[src/rtl/wb_cmd_master_pkg.sv]
// Shared definitions for the Wishbone command master: FSM state encoding and default bus widths.
package wb_cmd_master_pkg;

  localparam int unsigned WB_DEF_AW = 32;
  localparam int unsigned WB_DEF_DW = 32;

  typedef enum logic [1:0] {
    WB_ST_IDLE = 2'd0,
    WB_ST_BUS  = 2'd1,
    WB_ST_RESP = 2'd2
  } wb_state_e;

endpackage

[src/rtl/wb_cmd_master_watchdog.sv]
// Bus-cycle watchdog: counts enabled cycles since the last clear and flags the TIMEOUT-th one.
module wb_watchdog #(
  parameter int unsigned TIMEOUT = 255
) (
  input  logic i_clk,
  input  logic i_rst_n,
  input  logic i_clr,
  input  logic i_en,
  output logic o_expired
);

  localparam int unsigned CW = (TIMEOUT > 2) ? $clog2(TIMEOUT) : 1;

  logic [CW-1:0] r_cnt;
  logic          w_at_limit;

  assign w_at_limit = (r_cnt == CW'(TIMEOUT - 1));
  assign o_expired  = i_en && w_at_limit;

  always_ff @(posedge i_clk) begin
    if (!i_rst_n || i_clr) begin
      r_cnt <= '0;
    end else if (i_en && !w_at_limit) begin
      r_cnt <= r_cnt + 1'b1;
    end
  end

endmodule

[src/rtl/wb_cmd_master.sv]
// Wishbone classic single-transfer initiator driven by a valid/ready command/response stream.
// Optional bus timeout is built when WB_MASTER_TIMEOUT_EN is defined.
module wb_cmd_master
  import wb_cmd_master_pkg::*;
#(
  parameter int unsigned AW      = WB_DEF_AW,
  parameter int unsigned DW      = WB_DEF_DW,
  parameter int unsigned TIMEOUT = 255
) (
  input  logic            wb_clk_i,
  input  logic            wb_reset_n_i,
  input  logic            cmd_valid_i,
  output logic            cmd_ready_o,
  input  logic            cmd_we_i,
  input  logic [AW-1:0]   cmd_adr_i,
  input  logic [DW-1:0]   cmd_dat_i,
  input  logic [DW/8-1:0] cmd_sel_i,
  output logic            rsp_valid_o,
  input  logic            rsp_ready_i,
  output logic [DW-1:0]   rsp_dat_o,
  output logic            rsp_err_o,
  output logic [AW-1:0]   wb_adr_o,
  output logic [DW-1:0]   wb_dat_o,
  output logic            wb_we_o,
  output logic [DW/8-1:0] wb_sel_o,
  output logic            wb_cyc_o,
  output logic            wb_stb_o,
  input  logic [DW-1:0]   wb_dat_i,
  input  logic            wb_ack_i,
  output logic            busy_o
);

  if (TIMEOUT < 2) begin : g_bad_timeout
    $error("wb_cmd_master: TIMEOUT must be at least 2");
  end
  if ((DW % 8) != 0) begin : g_bad_dw
    $error("wb_cmd_master: DW must be a multiple of 8");
  end

  wb_state_e       r_state;
  logic [AW-1:0]   r_adr;
  logic [DW-1:0]   r_dat;
  logic [DW/8-1:0] r_sel;
  logic            r_we;
  logic            r_cyc;
  logic            r_rsp_valid;
  logic [DW-1:0]   r_rsp_dat;
  logic            r_rsp_err;
  logic            w_accept;
  logic            w_expired;

  assign cmd_ready_o = (r_state == WB_ST_IDLE) && wb_reset_n_i;
  assign w_accept    = cmd_valid_i && cmd_ready_o;

`ifdef WB_MASTER_TIMEOUT_EN
  wb_watchdog #(
    .TIMEOUT (TIMEOUT)
  ) u_watchdog (
    .i_clk     (wb_clk_i),
    .i_rst_n   (wb_reset_n_i),
    .i_clr     (w_accept),
    .i_en      ((r_state == WB_ST_BUS) && !wb_ack_i),
    .o_expired (w_expired)
  );
`else
  assign w_expired = 1'b0;
`endif

  // Ack is tested before expiry so an ack in the final allowed cycle completes normally.
  always_ff @(posedge wb_clk_i) begin
    if (!wb_reset_n_i) begin
      r_state     <= WB_ST_IDLE;
      r_adr       <= '0;
      r_dat       <= '0;
      r_sel       <= '0;
      r_we        <= 1'b0;
      r_cyc       <= 1'b0;
      r_rsp_valid <= 1'b0;
      r_rsp_dat   <= '0;
      r_rsp_err   <= 1'b0;
    end else begin
      case (r_state)
        WB_ST_IDLE: begin
          if (w_accept) begin
            r_adr   <= cmd_adr_i;
            r_dat   <= cmd_dat_i;
            r_sel   <= cmd_sel_i;
            r_we    <= cmd_we_i;
            r_cyc   <= 1'b1;
            r_state <= WB_ST_BUS;
          end
        end
        WB_ST_BUS: begin
          if (wb_ack_i) begin
            r_cyc       <= 1'b0;
            r_rsp_dat   <= r_we ? '0 : wb_dat_i;
            r_rsp_err   <= 1'b0;
            r_rsp_valid <= 1'b1;
            r_state     <= WB_ST_RESP;
          end else if (w_expired) begin
            r_cyc       <= 1'b0;
            r_rsp_dat   <= '0;
            r_rsp_err   <= 1'b1;
            r_rsp_valid <= 1'b1;
            r_state     <= WB_ST_RESP;
          end
        end
        WB_ST_RESP: begin
          if (rsp_ready_i) begin
            r_rsp_valid <= 1'b0;
            r_state     <= WB_ST_IDLE;
          end
        end
        default: r_state <= WB_ST_IDLE;
      endcase
    end
  end

  assign wb_adr_o    = r_adr;
  assign wb_dat_o    = r_dat;
  assign wb_sel_o    = r_sel;
  assign wb_we_o     = r_we;
  assign wb_cyc_o    = r_cyc;
  assign wb_stb_o    = r_cyc;
  assign rsp_valid_o = r_rsp_valid;
  assign rsp_dat_o   = r_rsp_dat;
  assign rsp_err_o   = r_rsp_err;
  assign busy_o      = (r_state != WB_ST_IDLE);

endmodule

[config.mk]
export PLATFORM = sky130hd
export DESIGN_NAME = wb_cmd_master
export DESIGN_NICKNAME = d
export VERILOG_FILES = /design/src/rtl/wb_cmd_master_pkg.sv /design/src/rtl/wb_cmd_master_watchdog.sv /design/src/rtl/wb_cmd_master.sv
export SDC_FILE = /design/constraint.sdc
export NUM_CORES = 1
export LEC_CHECK = 0
export ABC_AREA = 1
export CORE_ASPECT_RATIO = 1.2
export CORE_MARGIN = 2
export CORE_UTILIZATION = 42
export DETAILED_ROUTE_END_ITERATION = 7
export PLACE_DENSITY = 0.93
export SETUP_SLACK_MARGIN = 0.5
export SLEW_MARGIN = 20
export SYNTH_ARGS = -nofsm -noshare
export SYNTH_HDL_FRONTEND = slang
export SYNTH_SLANG_ARGS = --single-unit
[constraint.sdc]
create_clock -name wb_clk_i -period 2.5 [get_ports wb_clk_i]
set_input_delay 0.5 -clock wb_clk_i [delete_from_list [all_inputs] [get_ports wb_clk_i]]
set_output_delay 0.5 -clock wb_clk_i [all_outputs]
set_load 0.02 [all_outputs]
Word level (Yosys, flattened, before mapping). Index checks and enable logic that the tools add are counted.

Word-level logic and storage cells: 35. Register bits: 105. Input bits: 106. Output and inout port bits: 107.

Equal/unequal tests: 5. Multiplexer cells: 11. Reduce and logical (&&, ||, !) cells: 11.

Operators by type and width (number): $mux 32 (1); $reduce_and 3->1 (3); $mux 2 (3); $ne 2x2->1 const B (3); $pmux 2 s3 (1); $reduce_bool 2->1 (3); $mux 1 (4); $pmux 1 s2 (2); $reduce_and 2->1 (2); $eq 2x1->1 const B (1); $eq 2x2->1 const B (1); $logic_and 1x1->1 (2); $logic_not 2->1 (1).

Depth between registers and ports, before layout.
Depth in word-level cells: 5. Depth in mapped cells: 6.

Worst setup path after synthesis. Ideal clock, no wire load.

Kind: input-to-output. Start point: input wb_reset_n_i. End point: output cmd_ready_o. Buffers on the path: 2. Data required time: 2.000 ns. Setup slack: 0.892 ns. Arrival: 1.108 ns. Stages: 4. Cell sequence: buf_2 inv_2 nor2_8 buf_6.

Cells in the longest elaborated chain, start to end: 1.

RTL lines: start, declared (RTL line wb_cmd_master.sv:11) `input logic wb_reset_n_i,`; $logic_and 1x1->1 (RTL line wb_cmd_master.sv:52) `assign cmd_ready_o = (r_state == WB_ST_IDLE) && wb_reset_n_i;`; end, declared (RTL line wb_cmd_master.sv:13) `output logic cmd_ready_o,`.

Every way passes these cells.

Worst setup path after layout.
Start point: register r_state[1]. End point: output cmd_ready_o.

Cells in the longest elaborated chain, start to end: 2.

RTL lines: start, declared (RTL line wb_cmd_master.sv:40) `wb_state_e r_state;`; start signal, assigned (RTL line wb_cmd_master.sv:72) `r_state <= WB_ST_IDLE;`; start signal, assigned (RTL line wb_cmd_master.sv:90) `r_state <= WB_ST_BUS;`; start signal, assigned (RTL line wb_cmd_master.sv:99) `r_state <= WB_ST_RESP;`; $logic_not 2->1 (RTL line wb_cmd_master.sv:52); $logic_and 1x1->1 (RTL line wb_cmd_master.sv:52).

Every way passes these cells.

==> flow_metrics.env <==
export IMPL_synth_top_cell_area_share_pct=53.0
export IMPL_min_path_cells=2
export IMPL_crit_type="register to primary output"
export IMPL_fin_area_um2=6240
export IMPL_synth_xor_area_share_pct=0
export IMPL_synthCells=482
export IMPL_die_area_um2=10200
export IMPL_cts_buffers=9
export IMPL_pin_count=213
export IMPL_drive_above_1_share_pct=5.37
export IMPL_vias=4150
export IMPL_async_reset_ff_share_pct=0
export IMPL_core_area_um2=9130
export IMPL_clkLatencyLatePin_ns=0.36
export IMPL_cp_slowest_stage_delay_ns=0.39
export IMPL_grt_util_all_layers_pct=22.2
export IMPL_hold_path_class="register to register"
export IMPL_hpwl_mm=8.56
export IMPL_fmax_mhz=525
export IMPL_die_w_um=92.7
export IMPL_finalWirelength_mm=11.8
export IMPL_crit_chain="nor2_4 -> inv_2 -> nor2_8 -> dlygate4sd2_1"
export IMPL_synth_simple_area_share_pct=34.5
export IMPL_synth_edf_count=0
export IMPL_worstPathMaxFanout=5
export IMPL_setup_tns_ns=0
export IMPL_initial_utilization_pct=43.5
export IMPL_clock_sinks=105
export IMPL_gr_total_overflow=0
export IMPL_crit_slowest_cell="dfxtp_1"
export IMPL_wire_per_inst_um=15.0
export IMPL_crit_path_start_kind="register"
export IMPL_cts_setup_buffers=0
export IMPL_cts_tree="yes"
export IMPL_r2r_slack_ns=0.82
export IMPL_synthMuxAreaShare_pct=0
export IMPL_io_buffer_count=211
export IMPL_clockBufferDepth=2
export IMPL_ant_nets=0
export IMPL_yosys_top_cells_count="140 x nand3_1, 106 x nand2_1, 105 x dfxtp_1"
export IMPL_syn_num_nets=588
export IMPL_hp_start="rsp_dat_o[4]"
export IMPL_finalNetCount=772
export IMPL_r2r_start="r_state[1]"
export IMPL_clk_pin_slew_ns=0.09
export IMPL_cts_htree_levels=3
export IMPL_n_antenna_cell=0
export IMPL_worst_slew_pin_slew_ns=0.944
export IMPL_worstPathArrival_ns=1.41
export IMPL_cts_hold_buf=0
export IMPL_synth_most_common_cell="nand3_1"
export IMPL_vdd_ir_drop_max_mv=0.359
export IMPL_syn_to_final_growth_pct=57.2
export IMPL_finalHoldViolCount=0
export IMPL_final_setup_viol_count=0
export IMPL_vias_per_cell=5.25
export IMPL_synth_top_family_by_area="simple AND/OR/NAND/NOR gates"
export IMPL_grt_setup_unrepaired="no"
export IMPL_fin_skew_ns=0.00838
export IMPL_grt_pass1_wl_mm=18.6
export IMPL_min_to="rsp_dat_o[4]"
export IMPL_syn_area_per_cell_um2=8.23
export IMPL_yosysSeqAreaShare_pct=53.0
export IMPL_powerDensity_nw_per_um2=611
export IMPL_synth_compound_area_share_pct=4.54
export IMPL_r2r_end="wb_adr_o[9]"
export IMPL_placed_area_um2=6030
export IMPL_grt_pass1_vias=3965
export IMPL_slew_headroom_pct=37.0
export IMPL_synth_area_um2=3970
export IMPL_synth_cell_types=19
export IMPL_row_count=38
export IMPL_synthFlopType="dfxtp_1"
export IMPL_p_leak_nw=2.53
export IMPL_drv_slew=0
export IMPL_antenna_found_initial=0
export IMPL_grt_start_max_net_pins=71
export IMPL_period_share_pct=76.3
export IMPL_ys_seq_elements=105
export IMPL_die_h_um=110
export IMPL_cts_root_buf="clkbuf_8"
export IMPL_ys_top_cells_by_area="dfxtp_1 53%, nand3_1 18%, nand2_1 10%"
export IMPL_reg2reg_depth=6
export IMPL_dr_pass1_iters=5
export IMPL_status="finished, final reports clean"
export IMPL_nFillCells=706
export IMPL_period_needed_ns=1.91
export IMPL_drt_iter0_drc=196
export IMPL_synth_fa_ha_area_share_pct=0
export IMPL_yosys_warnings=0
export IMPL_drc=0
export IMPL_cts_repair_resized=2
export IMPL_synth_area_leader_cell="dfxtp_1"
export IMPL_required_ns=2.00
export IMPL_end_kind="primary output"
export IMPL_cap_viol_max_count=0
export IMPL_gp_congestion=0.764
-- cell type report --
cell class	instances	area, um^2	share of cell area [%]
timing repair buffer	221	2190	35.1
sequential	105	2100	33.7
multi-input combinational	321	1550	24.9
clock buffer	12	165	2.65
tap	120	150	2.41
clock inverter	4	50.0	0.802
inverter	8	30.0	0.481
-- state kept, by name, summed over array words and instances (netlist names) --
name / cells
r_state: 2
rsp_dat_o: 32
rsp_valid_o: 1
wb_adr_o: 32
wb_cyc_o: 1
wb_dat_o: 32
wb_sel_o: 4
wb_we_o: 1
-- layout by cell type, fill, tap and decap left out --
master           count
clkdlybuf4s50_1    207
nand3_1            140
nand2_1            106
dfxtp_1            105
a21oi_1             34
nand4_1             32
clkbuf_8            12
buf_4                9
inv_1                5
inv_2                3
nor2_4               2
o21ai_0              2
clkinvlp_4           2
buf_2                2
dlygate4sd2_1        2
nor2_8               1
nand3_2              1
nand2_4              1
nand3b_1             1
conb_1               1
clkinv_2             1
bufinv_16            1
buf_12               1
-- critical path, delay by kind of cell, from the launching register on --
| family | cells | cell delay [ns] |
|---|---|---|
| flip-flops | 1 | 0.39 |
| buffers and inverters | 2 | 0.40 |
| AND/OR/NAND/NOR | 2 | 0.25 |
-- report_power, final --
group	total (mW)	internal [mW]	switching [mW]
clock	1.10	0.544	0.560
sequential	1.85	1.79	0.0644
combinational	0.856	0.417	0.438
total	3.81	2.75	1.06
-- per-layer routing --
metal | track usage [%] | share of wire, % | vias to the layer above
li1 | - | - | 2009
met1 | 23.9 | 37 | 1939
met2 | 39.9 | 53 | 179
met3 | 6.28 | 8.4 | 23
met4 | 9.51 | 2.3 | 0
met5 | 0 | 0 | -
-- per-stage QoR --
| stage | cells | setup WS (ns) | utilization (%) | hold WS, ns | power, mW |
|---|---|---|---|---|---|
| floorplan | 482 | 0.892 | - | 0.536 | 2.31 |
| global placement | 775 | 0.535 | 66.0 | 0.450 | 2.73 |
| detailed placement | 775 | 0.459 | 66.0 | 0.455 | 2.75 |
| CTS | 791 | 0.548 | 68.3 | 0.469 | 3.84 |
| global route | 791 | 0.506 | 68.3 | 0.479 | 3.97 |
| finish | 791 | 0.594 | 68.3 | 0.470 | 3.81 |
-- logic make-up (layout without fill, tap and decap cells) --
| kind of cell | Yosys count | in the layout |
|---|---|---|
| AOI/OAI and AO/OA | 36 | 36 |
| buffers and inverters | 56 | 245 |
| DFF | 105 | 105 |
| other | 1 | 1 |
| and+or+nand+nor | 284 | 284 |
-- worst max path at each step --
stage	start	endpoint	slack, ns	depth (start not counted)
after global placement	wb_ack_i	rsp_dat_o[1]	0.53	4
after floorplan	wb_reset_n_i	cmd_ready_o	0.89	4
after detailed placement	wb_ack_i	rsp_dat_o[19]	0.46	4
after CTS	r_state[1]	cmd_ready_o	0.55	4
after global routing	r_state[1]	cmd_ready_o	0.51	4
final	r_state[1]	cmd_ready_o	0.59	4
No activity file was read; power rests on OpenSTA's default activity.
